File: src/rtl/sdm_pkg.sv
// Shared constants, state encoding and saturation helper for the sigma-delta transmitter.
package sdm_pkg;

  localparam int FS_POS = 32768;
  localparam int FS_NEG = -32768;

  typedef enum logic {
    IDLE = 1'b0,
    RUN  = 1'b1
  } sdm_state_e;

  typedef enum logic [1:0] {
    SAT_NONE = 2'd0,
    SAT_HI   = 2'd1,
    SAT_LO   = 2'd2
  } sat_e;

  // Classify a sign-extended sum against the signed range of an acc_w-bit integrator.
  function automatic sat_e saturate(input logic signed [63:0] v, input int unsigned acc_w);
    logic signed [63:0] hi;
    logic signed [63:0] lo;
    hi = (64'sd1 <<< (acc_w - 1)) - 64'sd1;
    lo = -hi - 64'sd1;
    if (v > hi) return SAT_HI;
    if (v < lo) return SAT_LO;
    return SAT_NONE;
  endfunction

endpackage

File: src/rtl/sdm_mclk_div.sv
// Modulator clock divider: owns div_cnt, the registered mclk and the per-period step strobe.
module sdm_mclk_div #(
  parameter int unsigned CLK_DIV = 4
) (
  input  logic clk_sdm,
  input  logic reset_sdm,
  input  logic run_sdm,
  output logic mclk_sdm,
  output logic step_c
);

  localparam int unsigned DIV_W = $clog2(CLK_DIV);

  logic [DIV_W-1:0] div_cnt;

  // Divider counter and mclk; both return to zero whenever the block is not running.
  always_ff @(posedge clk_sdm or posedge reset_sdm) begin
    if (reset_sdm) begin
      div_cnt  <= '0;
      mclk_sdm <= 1'b0;
    end else if (!run_sdm) begin
      div_cnt  <= '0;
      mclk_sdm <= 1'b0;
    end else begin
      div_cnt  <= (div_cnt == DIV_W'(CLK_DIV - 1)) ? '0 : div_cnt + DIV_W'(1);
      mclk_sdm <= (div_cnt < DIV_W'(CLK_DIV / 2));
    end
  end

  // The step lands on the same edge that raises mclk, so mdata settles a half period before the fall.
  always_comb begin
    step_c = run_sdm & (div_cnt == '0);
  end

endmodule

File: src/rtl/sdm_bitstream_tx.sv
// Second-order sigma-delta modulator turning 16-bit samples into an MCLK/MDATA bitstream.
module sdm_bitstream_tx
  import sdm_pkg::*;
#(
  parameter int unsigned CLK_DIV = 4,
  parameter int unsigned ACC_W   = 24
) (
  input  logic        clk_sdm,
  input  logic        reset_sdm,
  input  logic        en_sdm,
  input  logic [15:0] dec_rate_sdm,
  input  logic [15:0] din_sdm,
  input  logic        din_valid_sdm,
  output logic        din_ready_sdm,
  output logic        mclk_sdm,
  output logic        mdata_sdm,
  output logic        underrun_sdm,
  output logic        overload_sdm,
  input  logic        clr_sdm
);

  localparam int unsigned SUM_W = ACC_W + 2;
  localparam logic signed [SUM_W-1:0] FB_POS  = SUM_W'(FS_POS);
  localparam logic signed [SUM_W-1:0] FB_NEG  = SUM_W'(FS_NEG);
  localparam logic signed [SUM_W-1:0] FB2_POS = SUM_W'(2 * FS_POS);
  localparam logic signed [SUM_W-1:0] FB2_NEG = SUM_W'(2 * FS_NEG);
  localparam logic signed [ACC_W-1:0] ACC_MAX = {1'b0, {(ACC_W - 1){1'b1}}};
  localparam logic signed [ACC_W-1:0] ACC_MIN = {1'b1, {(ACC_W - 1){1'b0}}};

  sdm_state_e state_q, state_d;
  logic run_c, leave_c, step_c;

  logic signed [15:0]      x_q, pend_q;
  logic                    pend_full_q;
  logic [15:0]             hold_cnt_q, dr_eff_c;
  logic signed [ACC_W-1:0] i1_q, i2_q, i1_n_c, i2_n_c;
  logic signed [SUM_W-1:0] fb_c, fb2_c, s1_c, s2_c;
  sat_e                    sat1_c, sat2_c;
  logic xfer_c, wrap_c, urun_set_c, ovl_set_c;

  sdm_mclk_div #(.CLK_DIV(CLK_DIV)) u_div (
    .clk_sdm   (clk_sdm),
    .reset_sdm (reset_sdm),
    .run_sdm   (run_c),
    .mclk_sdm  (mclk_sdm),
    .step_c    (step_c)
  );

  // FSM state register.
  always_ff @(posedge clk_sdm or posedge reset_sdm) begin
    if (reset_sdm) state_q <= IDLE;
    else           state_q <= state_d;
  end

  // FSM next state: enable alone moves between IDLE and RUN.
  always_comb begin
    state_d = state_q;
    case (state_q)
      IDLE:    if (en_sdm)  state_d = RUN;
      RUN:     if (!en_sdm) state_d = IDLE;
      default: state_d = IDLE;
    endcase
  end

  // FSM outputs: run only while enabled; the dropping edge clears the loop instead of stepping.
  always_comb begin
    run_c   = 1'b0;
    leave_c = 1'b0;
    case (state_q)
      RUN: begin
        run_c   = en_sdm;
        leave_c = ~en_sdm;
      end
      default: ;
    endcase
  end

  // Loop filter arithmetic, hold-period wrap and flag set events for this cycle.
  always_comb begin
    fb_c     = mdata_sdm ? FB_POS  : FB_NEG;
    fb2_c    = mdata_sdm ? FB2_POS : FB2_NEG;
    s1_c     = SUM_W'(i1_q) + SUM_W'(x_q) - fb_c;
    sat1_c   = saturate(64'(s1_c), ACC_W);
    i1_n_c   = (sat1_c == SAT_HI) ? ACC_MAX : (sat1_c == SAT_LO) ? ACC_MIN : s1_c[ACC_W-1:0];
    s2_c     = SUM_W'(i2_q) + SUM_W'(i1_n_c) - fb2_c;
    sat2_c   = saturate(64'(s2_c), ACC_W);
    i2_n_c   = (sat2_c == SAT_HI) ? ACC_MAX : (sat2_c == SAT_LO) ? ACC_MIN : s2_c[ACC_W-1:0];
    dr_eff_c   = (dec_rate_sdm == 16'd0) ? 16'd1 : dec_rate_sdm;
    xfer_c     = din_valid_sdm & din_ready_sdm;
    wrap_c     = step_c & (hold_cnt_q >= dr_eff_c - 16'd1);
    urun_set_c = wrap_c & ~pend_full_q & ~xfer_c;
    ovl_set_c  = step_c & ((sat1_c != SAT_NONE) | (sat2_c != SAT_NONE));
  end

  // Integrators, bitstream output and hold counter.
  always_ff @(posedge clk_sdm or posedge reset_sdm) begin
    if (reset_sdm) begin
      i1_q       <= '0;
      i2_q       <= '0;
      mdata_sdm  <= 1'b0;
      hold_cnt_q <= '0;
    end else if (leave_c) begin
      i1_q       <= '0;
      i2_q       <= '0;
      mdata_sdm  <= 1'b0;
      hold_cnt_q <= '0;
    end else if (step_c) begin
      i1_q       <= i1_n_c;
      i2_q       <= i2_n_c;
      mdata_sdm  <= ~i2_n_c[ACC_W-1];
      hold_cnt_q <= wrap_c ? '0 : hold_cnt_q + 16'd1;
    end
  end

  // Sample handshake: pend buffers one sample, promoted to x on each hold wrap.
  always_ff @(posedge clk_sdm or posedge reset_sdm) begin
    if (reset_sdm) begin
      x_q           <= '0;
      pend_q        <= '0;
      pend_full_q   <= 1'b0;
      din_ready_sdm <= 1'b1;
    end else if (wrap_c && pend_full_q) begin
      x_q           <= pend_q;
      pend_full_q   <= 1'b0;
      din_ready_sdm <= 1'b1;
    end else if (wrap_c && xfer_c) begin
      x_q           <= din_sdm;
      din_ready_sdm <= 1'b0;
    end else if (xfer_c) begin
      pend_q        <= din_sdm;
      pend_full_q   <= 1'b1;
      din_ready_sdm <= 1'b0;
    end else if (!pend_full_q) begin
      din_ready_sdm <= 1'b1;
    end
  end

  // Sticky flags; a set event in the same cycle overrides the clear.
  always_ff @(posedge clk_sdm or posedge reset_sdm) begin
    if (reset_sdm) begin
      underrun_sdm <= 1'b0;
      overload_sdm <= 1'b0;
    end else begin
      underrun_sdm <= urun_set_c | (underrun_sdm & ~clr_sdm);
      overload_sdm <= ovl_set_c  | (overload_sdm & ~clr_sdm);
    end
  end

endmodule

File: config.mk
export PLATFORM = sky130hd
export DESIGN_NAME = sdm_bitstream_tx
export DESIGN_NICKNAME = d
export VERILOG_FILES = /design/src/rtl/sdm_pkg.sv /design/src/rtl/sdm_mclk_div.sv /design/src/rtl/sdm_bitstream_tx.sv
export SDC_FILE = /design/constraint.sdc
export NUM_CORES = 1
export LEC_CHECK = 0
export BUFFER_PORTS_ARGS = -buffer_cell sky130_fd_sc_hd__buf_4
export CORE_ASPECT_RATIO = 1.4
export CORE_MARGIN = 1
export CORE_UTILIZATION = 55
export DETAILED_ROUTE_END_ITERATION = 12
export PLACE_DENSITY = 0.82
export SLEW_MARGIN = 20
export SYNTH_ARGS = -nofsm -noshare
export SYNTH_HDL_FRONTEND = slang
export SYNTH_SLANG_ARGS = --single-unit
File: constraint.sdc
create_clock -name clk_sdm -period 15.25 [get_ports clk_sdm]
set_input_delay 0.7625 -clock clk_sdm [delete_from_list [all_inputs] [get_ports clk_sdm]]
set_output_delay 0.7625 -clock clk_sdm [all_outputs]
set_load 0.01 [all_outputs]
==> results.sh <==
export IMPL_synth_edf_count=0
export IMPL_critical_path_arrival_ps=7920
export IMPL_outcome="finished, final reports clean"
export IMPL_slowest_stage="dfrtp_1"
export IMPL_drtIter0Drc=376
export IMPL_clockBufferDepth=2
export IMPL_synth_area_top_cells="dfrtp_1 (30%), ha_1 (14%), inv_1 (5.9%)"
export IMPL_nets=1150
export IMPL_drive_gt1_share_pct=9.481
export IMPL_tns_ps=0
export IMPL_hpwlAfterDp_um=14730
export IMPL_tightest_slew_ps=1080
export IMPL_async_flop_share_pct=100.0
export IMPL_grt_max_degree=65
export IMPL_core_region_area_um2=15610
export IMPL_ys_seq_area_share_pct=29.82
export IMPL_drt_wl_total_um=19100
export IMPL_holdBufCountCts=0
export IMPL_root_buffer="clkbuf_16"
export IMPL_synthAdderAreaFrac_pct=17.74
export IMPL_max_freq_mhz=131.0
export IMPL_worstSetupEndpoint="i2_q[10]"
export IMPL_cts_sinks=105
export IMPL_drc=0
export IMPL_vias=7133
export IMPL_die_w_um=109
export IMPL_finalHoldViolations=0
export IMPL_critPathLaunch="mdata_sdm"
export IMPL_cp_end_kind="flip-flop"
export IMPL_skew_ps=13.22
export IMPL_final_common_cell="inv_1"
export IMPL_r2r_end="i2_q[10]"
export IMPL_globalRouteOverflowTotal=0
export IMPL_yosysTopAreaCellShare_pct=29.52
export IMPL_h_tree_depth=3
export IMPL_diodes=0
export IMPL_met2_usage_pct=45.76
export IMPL_io_buffers=41
export IMPL_cp_required_ps=15540
export IMPL_dieArea_um2=16550
export IMPL_gr_usage_all_layers_pct=24.68
export IMPL_grt_pass1_wl_um=33130
export IMPL_start_kind="flip-flop"
export IMPL_max_slew_margin_rel_pct=27.92
export IMPL_regArea_um2=2629
export IMPL_place_inst=1182
export IMPL_cts_buffers=9
export IMPL_clock_latency_ps=350
export IMPL_crit_fanout=25
export IMPL_synth_mux_area_share_pct=5.989
export IMPL_yosysUniqueCellTypes=61
export IMPL_synth_area_per_cell_um2=9.023
export IMPL_r2r_slack_ps=7620
export IMPL_post_route_min_period_ps=7633
export IMPL_worstHoldPathType="primary input to async pin"
export IMPL_rsz0062_at_grt="no"
export IMPL_synth_simple_gate_area_share_pct=11.71
export IMPL_dr_pass1_iters=5
export IMPL_top_usage_layer="met2"
export IMPL_period_share_pct=50.05
export IMPL_reg2reg_depth=24
export IMPL_final_util_pct=61.14
export IMPL_synth_area_um2=8816
export IMPL_multi_input_area_um2=5505
export IMPL_path_clk_slew_ps=80
export IMPL_layout_common_cells="inv_1 (137), dfrtp_1 (104), ha_1 (101)"
export IMPL_rr_startpoint="mdata_sdm"
export IMPL_grt_pass1_vias=7462
export IMPL_antenna_found_initial=0
export IMPL_crit_type="flip-flop to flip-flop"
export IMPL_synth_compound_area_share_pct=21.52
export IMPL_gr_usage_met1_pct=27.98
export IMPL_avgViaCountPerCell=5.954
export IMPL_cap_violations=0
export IMPL_synthCells=977
export IMPL_synth_seq_cells=105
export IMPL_synth_xor_area_share_pct=5.365
export IMPL_cts_tree="built"
export IMPL_synth_warning_count=0
export IMPL_setup_viol=0
export IMPL_use_met3_pct=2.917
export IMPL_post_cts_repair_setup_buffers=0
export IMPL_rows=54
export IMPL_cts_resized_gates=0
export IMPL_syn_num_nets=1130
export IMPL_path_cells="inv_1 > fa_1 > inv_1 > ha_1 > a211oi_1 > o21ai_0 > o2111ai_1 > and3_1 > o31a_1 > xor2_1 > a21oi_2 > a21oi_1 > ha_1 > inv_1 > ha_1 > a211o_1 > o22ai_1 > nor2_1 > a311oi_4 > o31a_1 > and3_1 > a21oi_2 > nor2_2 > a221o_1"
export IMPL_gp_congestion=0.9218
export IMPL_postRouteAntennaNets=0
export IMPL_fillerInstances=1315
export IMPL_maxSlewViolCount=0
export IMPL_synth_top_family_by_area="compound AO/OA/AOI/OAI gates"
export IMPL_final_cells=1198
export IMPL_yosysTopAreaCell="dfrtp_1"
export IMPL_pin_count=42
export IMPL_synth_main_ff_cell="dfrtp_1"
export IMPL_die_h_um=151.8
export IMPL_syn2layout_area_growth_pct=8.246
export IMPL_start_util_pct=56.49
export IMPL_cp_slowest_stage_delay_ps=940
export IMPL_wl_per_cell_um=15.94
## cell families after synthesis
family                     after synthesis
xor gates and xnor gates                54
DFF                                    105
muxes                                   50
AOI/OAI and AO/OA                      269
adders and majority gates              116
and+or+nand+nor                        207
buffers and inverters                  176
## stage by stage
| stage | setup slack (ps) | instance area, µm² | hold WS [ps] |
|---|---|---|---|
| finish | 7617 | 9543 | 442.9 |
| global route | 7027 | 9543 | 487.1 |
| CTS | 7640 | 9543 | 465.7 |
| detailed placement | 7693 | 9253 | 454.3 |
| global placement | 7788 | 9253 | 439.1 |
| floorplan | 9089 | 8816 | 426.8 |
## cell type report
type / instances / area share [%]
repair buffers: 47 / 3.697
multi-input cells: 696 / 57.69
inverters: 138 / 5.454
clock buffers: 10 / 2.399
flip-flops and latches: 105 / 27.55
well taps: 196 / 2.570
clock inverters: 6 / 0.6425
## per-layer routing
layer,vias to the layer above,share of wire [%]
met1,3422,41
met5,-,0
li1,3522,-
met3,42,2.9
met4,0,2.8
met2,147,53
## worst max-delay path, delay by kind of cell (launching register included)
kind,cells,cell delay [ps]
buffers and inverters,3,420
xor gates and xnor gates,1,120
and+or+nand+nor,4,1410
adders and majority gates,4,1570
AOI/OAI and AO/OA,12,3110
DFF,1,940
## registers in the layout, indices dropped and copies added, names as in the netlist
name / count
i1_q: 24
pend_q: 16
underrun_sdm: 1
i2_q: 24
u_div.mclk_sdm: 1
din_ready_sdm: 1
pend_full_q: 1
hold_cnt_q: 16
state_q: 1
overload_sdm: 1
u_div.div_cnt: 2
x_q: 16
mdata_sdm: 1
## synthesized netlist by cell type (3+ instances only)
| cell | n |
|---|---|
| a211oi_1 | 5 |
| a21o_1 | 38 |
| a21oi_1 | 74 |
| a221o_1 | 45 |
| a221oi_1 | 3 |
| a22o_1 | 4 |
| a31oi_1 | 4 |
| and2_1 | 6 |
| and3_1 | 21 |
| buf_2 | 5 |
| buf_4 | 3 |
| clkbuf_1 | 27 |
| dfrtp_1 | 104 |
| fa_1 | 15 |
| ha_1 | 101 |
| inv_1 | 138 |
| mux2_2 | 18 |
| mux2i_1 | 31 |
| nand2_1 | 61 |
| nand2b_1 | 11 |
| nand3_1 | 8 |
| nand4_1 | 10 |
| nand4b_1 | 3 |
| nor2_1 | 50 |
| nor2b_1 | 3 |
| nor3_1 | 14 |
| nor4_1 | 3 |
| nor4b_1 | 8 |
| o211ai_1 | 7 |
| o21a_1 | 8 |
| o21ai_0 | 34 |
| o21ai_1 | 4 |
| o21bai_1 | 5 |
| o22ai_1 | 5 |
| o31ai_1 | 15 |
| xnor2_1 | 37 |
| xor2_1 | 17 |
## worst min path at each step
stage | from | endpoint | slack, ps | cells past startpoint
after floorplan | u_div.div_cnt[1] | u_div.mclk_sdm | 430 | 1
after global placement | u_div.div_cnt[1] | u_div.mclk_sdm | 440 | 1
after detailed placement | u_div.div_cnt[1] | u_div.mclk_sdm | 450 | 1
after CTS | reset_sdm | pend_q[0] | 470 | 2
after global routing | u_div.div_cnt[0] | u_div.div_cnt[0] | 490 | 1
final | reset_sdm | pend_q[0] | 440 | 2
Power is left out: the tool's default activity adds up to more than one toggle a clock period on the data nets, which glitch-free logic cannot reach.
